[src/rtl/is_array_ctrl.sv]
// Sequencer for an input-stationary ROWS x COLS MAC array: loads one input tile,
// then streams num_vecs weight vectors through the grid including skew fill/drain.
module is_array_ctrl #(
  parameter int ROWS  = 4,
  parameter int COLS  = 4,
  parameter int CNT_W = 16,
  parameter int ROW_W = 4
) (
  input  logic             clk,
  input  logic             rst_n,
  input  logic             start,
  input  logic [CNT_W-1:0] num_vecs,
  input  logic             stall,
  input  logic             abort,
  output logic             busy,
  output logic             done,
  output logic             err,
  output logic             input_en,
  output logic [ROW_W-1:0] load_idx,
  output logic             process_en,
  output logic             weight_rd_en,
  output logic [CNT_W-1:0] weight_rd_addr,
  output logic             out_valid,
  output logic [CNT_W-1:0] out_idx
);

  typedef enum logic [1:0] {
    S_IDLE,
    S_LOAD,
    S_COMPUTE,
    S_DONE
  } state_t;

  localparam logic [ROW_W-1:0] LOAD_LAST = ROW_W'(ROWS - 1);
  localparam logic [CNT_W:0]   ROWS_T    = (CNT_W+1)'(ROWS);
  localparam logic [CNT_W:0]   LAST_OFS  = (CNT_W+1)'(ROWS + COLS - 2);
  localparam logic [CNT_W:0]   OUT_OFS   = (CNT_W+1)'(ROWS + COLS - 1);
  localparam logic [CNT_W:0]   ONE_T     = (CNT_W+1)'(1);

  state_t           state, state_nx;
  logic [ROW_W-1:0] lcnt, lcnt_nx;
  logic [CNT_W:0]   t, t_nx;
  logic [CNT_W-1:0] nv, nv_nx;
  logic             err_q, err_nx;

  // One extra bit on t and its bounds keeps T = nv+ROWS+COLS-1 from wrapping.
  logic [CNT_W:0] nv_t, t_last, out_end, t_ofs;
  assign nv_t    = {1'b0, nv};
  assign t_last  = nv_t + LAST_OFS;
  assign out_end = nv_t + OUT_OFS;
  assign t_ofs   = t - ROWS_T;

  always_comb begin
    state_nx = state;
    lcnt_nx  = lcnt;
    t_nx     = t;
    nv_nx    = nv;
    err_nx   = 1'b0;
    unique case (state)
      S_IDLE: begin
        if (start) begin
          if (num_vecs != '0) begin
            nv_nx    = num_vecs;
            lcnt_nx  = '0;
            t_nx     = '0;
            state_nx = S_LOAD;
          end else begin
            err_nx = 1'b1;
          end
        end
      end
      S_LOAD: begin
        if (lcnt == LOAD_LAST) begin
          lcnt_nx  = '0;
          t_nx     = '0;
          state_nx = S_COMPUTE;
        end else begin
          lcnt_nx = lcnt + 1'b1;
        end
      end
      S_COMPUTE: begin
        if (!stall) begin
          if (t == t_last) state_nx = S_DONE;
          else             t_nx     = t + ONE_T;
        end
      end
      S_DONE: state_nx = S_IDLE;
      default: state_nx = S_IDLE;
    endcase
    if (abort && state != S_IDLE) begin
      state_nx = S_IDLE;
      lcnt_nx  = '0;
      t_nx     = '0;
      err_nx   = 1'b0;
    end
  end

  always_ff @(posedge clk) begin
    if (!rst_n) begin
      state <= S_IDLE;
      lcnt  <= '0;
      t     <= '0;
      nv    <= '0;
      err_q <= 1'b0;
    end else begin
      state <= state_nx;
      lcnt  <= lcnt_nx;
      t     <= t_nx;
      nv    <= nv_nx;
      err_q <= err_nx;
    end
  end

  // Outputs decode registered state/counters; only stall acts combinationally.
  always_comb begin
    busy           = (state != S_IDLE);
    done           = (state == S_DONE);
    err            = err_q;
    input_en       = 1'b0;
    load_idx       = '0;
    process_en     = 1'b0;
    weight_rd_en   = 1'b0;
    weight_rd_addr = '0;
    out_valid      = 1'b0;
    out_idx        = '0;
    if (state == S_LOAD) begin
      input_en = 1'b1;
      load_idx = lcnt;
    end
    if (state == S_COMPUTE) begin
      process_en     = !stall;
      weight_rd_en   = !stall && (t < nv_t);
      weight_rd_addr = t[CNT_W-1:0];
      out_valid      = !stall && (t >= ROWS_T) && (t < out_end);
      if (t >= ROWS_T) out_idx = t_ofs[CNT_W-1:0];
    end
  end

endmodule

[config.mk]
export PLATFORM = sky130hd
export DESIGN_NAME = is_array_ctrl
export DESIGN_NICKNAME = d
export VERILOG_FILES = /design/src/rtl/is_array_ctrl.sv
export SDC_FILE = /design/constraint.sdc
export NUM_CORES = 1
export LEC_CHECK = 0
export CORE_UTILIZATION = 55
export CTS_CLUSTER_DIAMETER = 200
export CTS_CLUSTER_SIZE = 30
export DETAILED_ROUTE_END_ITERATION = 7
export GPL_ROUTABILITY_DRIVEN = 1
export PLACE_DENSITY = 0.81
export RECOVER_POWER = 25
export SETUP_SLACK_MARGIN = 0.05
export SYNTH_ARGS = -nofsm -noshare
export SYNTH_HDL_FRONTEND = slang
export SYNTH_SLANG_ARGS = --single-unit
[constraint.sdc]
create_clock -name clk -period 8.35 [get_ports clk]
set_input_delay 2.505 -clock clk [delete_from_list [all_inputs] [get_ports clk]]
set_output_delay 2.505 -clock clk [all_outputs]
set_load 0.005 [all_outputs]
==> flow_metrics.tcl <==
set metrics [dict create \
    max_clock_freq_mhz 145 \
    critical-path-max-stage-delay_ns 0.51 \
    ir_worst_vdd_mv 0.235 \
    finalHoldViolCount 0 \
    use_met2_pct 46.3 \
    syn_area_um2 4230 \
    yosys-top-cells-area "dfxtp_1, ha_1, xnor2_1" \
    routedWlPerCell_um 16.2 \
    port_buffers 63 \
    worst_hold_path_type "flip-flop to flip-flop" \
    h-tree-depth 2 \
    cts.sinks 40 \
    fin_nets 674 \
    critPathCaptureType "output pin" \
    clk_root_buffer_cell "clkbuf_8" \
    critPathMaxFanout 3 \
    yosysSeqAreaShare_pct 18.9 \
    cp_common_cell "clkdlybuf4s50_1" \
    cts_hold_buffers 0 \
    synth_edf_count 0 \
    grt_pass1_wl_um 18600 \
    io_pins 64 \
    dp.cells 699 \
    grtUsageTotal_pct 27.9 \
    grt_busiest_layer "met2" \
    syn_nets 642 \
    clk_latency_ns 0.30 \
    yosysMostFrequentCell "nand2_1" \
    tightest_slew_ns 1.36 \
    via_count 4295 \
    hold_depth 2 \
    dp_worst_setup_slack_ns 1.50 \
    crit_chain "clkdlybuf4s50_1, nand2b_1, a2111oi_0, o21ai_0, a21oi_1, clkdlybuf4s50_1" \
    path_depth 6 \
    path_buf_inv 2 \
    fin_hold_ws_ns 0.500 \
    rsz0062_at_grt "false" \
    startpoint_type "input pin" \
    async_flop_share_pct 0 \
    setup_viol 0 \
    outcome "completed" \
    slew_violations 0 \
    drive_above_1_share_pct 3.45 \
    firstDrtPassIters 4 \
    cts_tree "done" \
    row_count 31 \
    drt_iter0_drc 222 \
    finalCriticalPeriod_ns 6.90 \
    drv_cap 0 \
    syn_avg_cell_area_um2 7.36 \
    vias_per_cell 6.07 \
    cp.arrival_ns 4.40 \
    period_share_pct 82.7 \
    grt_antenna_before_repair 1 \
    crit_slowest_cell "clkdlybuf4s50_1" \
    postSynthCellCount 575 \
    multi_input_area_um2 3130 \
    initial_core_util_pct 57.7 \
    ys_seq_elements 40 \
    synth.distinct_cells 60 \
    detail-route-antenna-nets 0 \
    cp.required_ns 5.85 \
    clk_path_buf_depth 2 \
    grt_overflow 0 \
    dieArea_um2 8050 \
    grt_pass1_vias 3867 \
    post-route-drc-count 0 \
    slew_headroom_pct 9.04 \
    cts_resized 0 \
    fin_setup_tns_ns 0 \
    p_per_area_nw_per_um2 151 \
    seq_area_um2 801 \
    synth_warnings 0 \
    area_growth_pct 16.9 \
    core_um2 7330 \
    diodes 0 \
    clkTransAtPathRegs_ns 0.09 \
    hpwl_um 8820 \
    nFillCells 631 \
    p_leak_nw 1.96 \
    numCtsBuffers 5 \
    reg2regPathDepth 7 \
    wl_um 11500 \
    instances_no_fill 707 \
    grt_use_met1_pct 37.2 \
    fin_skew_ns 0.00698 \
    synth_area_leader_cell "dfxtp_1" \
    die_h_um 89.7 \
    crit_type "input pin to output pin" \
    yosysTopAreaCellShare_pct 18.9 \
    cp_top_family "buffers and inverters" \
    cts_setup_buffers 0 \
    grt_max_degree 35 \
    grt_use_met3_pct 3.81 \
    place_congestion 0.929 \
    setup_slack_ns 1.45 \
    synth.cells.most_frequent "nand2_1, ha_1, nor2_1, dfxtp_1, xnor2_1" \
    dieWidth_um 89.7 \
    synthFlopType "dfxtp_1" \
]
-- kinds of logic (layout without fill, tap and decap cells) --
logic type / count (synthesis) / count (layout) / share of synthesized area [%]
AND/OR/NAND/NOR: 261 / 261 / 32.1
AO/OA/AOI/OAI: 101 / 101 / 17.0
buffers and inverters: 74 / 107 / 7.16
adder cells (fa/ha/maj): 46 / 46 / 13.6
XOR/XNOR: 45 / 45 / 9.31
flip-flops: 40 / 40 / 18.9
multiplexers: 8 / 8 / 1.92
-- power breakdown --
part           switching [mW]  internal (mW)
sequential             0.0376          0.210
clock                  0.0760         0.0886
combinational           0.211          0.126
total                   0.324          0.425
-- flip-flops by register name (all words and copies together), names as in the netlist --
name	cells
err	1
lcnt	4
nv	16
state	2
t	17
-- worst reg2reg max path, stage by stage (launching register included) --
cell and delay, ns:
dfxtp_1 0.53, nand4_2 0.38, or2_0 0.46, o311a_1 0.38, o31a_1 0.33, o41ai_1 0.57
nand2_1 0.17, a221oi_1 0.32
-- path summary, 6_finish.rpt --
check	startpoint	end	slack [ns]
min reg2reg	nv[0]	nv[0]	0.50
max reg2reg	nv[4]	state[0]	5.11
min	nv[0]	nv[0]	0.50
max	stall	weight_rd_en	1.45
-- cell type report --
class	count	share of cell area, %
clock inverters	3	0.860
well taps	99	2.51
repair buffers	67	13.3
flip-flops and latches	40	16.2
clock buffers	5	1.39
inverters	32	2.43
multi-input cells	461	63.3
-- metrics by stage --
step	power [mW]	cell area (um2)	util [%]
2_1_floorplan	0.489	4230	-
3_3_place_gp	0.570	4840	66.0
3_5_place_dp	0.584	4840	66.0
4_1_cts	0.747	4950	67.5
5_1_grt	0.793	4940	67.5
6_report	0.749	4940	67.5
-- per-layer routing --
metal	routed length (um)	part of all wire (%)	up-vias
met2	5490	48	125
li1	-	-	2104
met5	13	0.11	-
met4	195	1.7	2
met3	561	4.9	21
met1	5200	45	2043
-- cells in the final DEF (no fill, tap or decap), types with 4 or more instances in the layout --
cell type	synthesis	routed
nand2_1	72	72
clkdlybuf4s50_1	0	56
ha_1	46	46
nor2_1	42	42
dfxtp_1	40	40
xnor2_1	38	38
inv_1	32	32
nand3_1	24	24
nand4_1	16	16
nor3_1	16	16
a21boi_0	16	16
o21ai_0	15	15
and2_1	24	14
a21oi_1	14	14
nor4_1	12	12
and2_0	0	10
and3_1	9	9
nand2b_1	8	8
nor2b_1	8	8
xor2_1	7	7
a31oi_1	7	7
mux2i_1	7	7
dlygate4sd3_1	0	7
or3_1	6	6
o31ai_1	5	5
nand4b_1	5	5
clkbuf_8	0	5
or4_1	4	4
a21o_1	4	4
o2111ai_1	4	4
o211ai_1	4	4
nand3b_1	4	4
a32oi_1	4	4
Power figures use the tool's default switching activity.
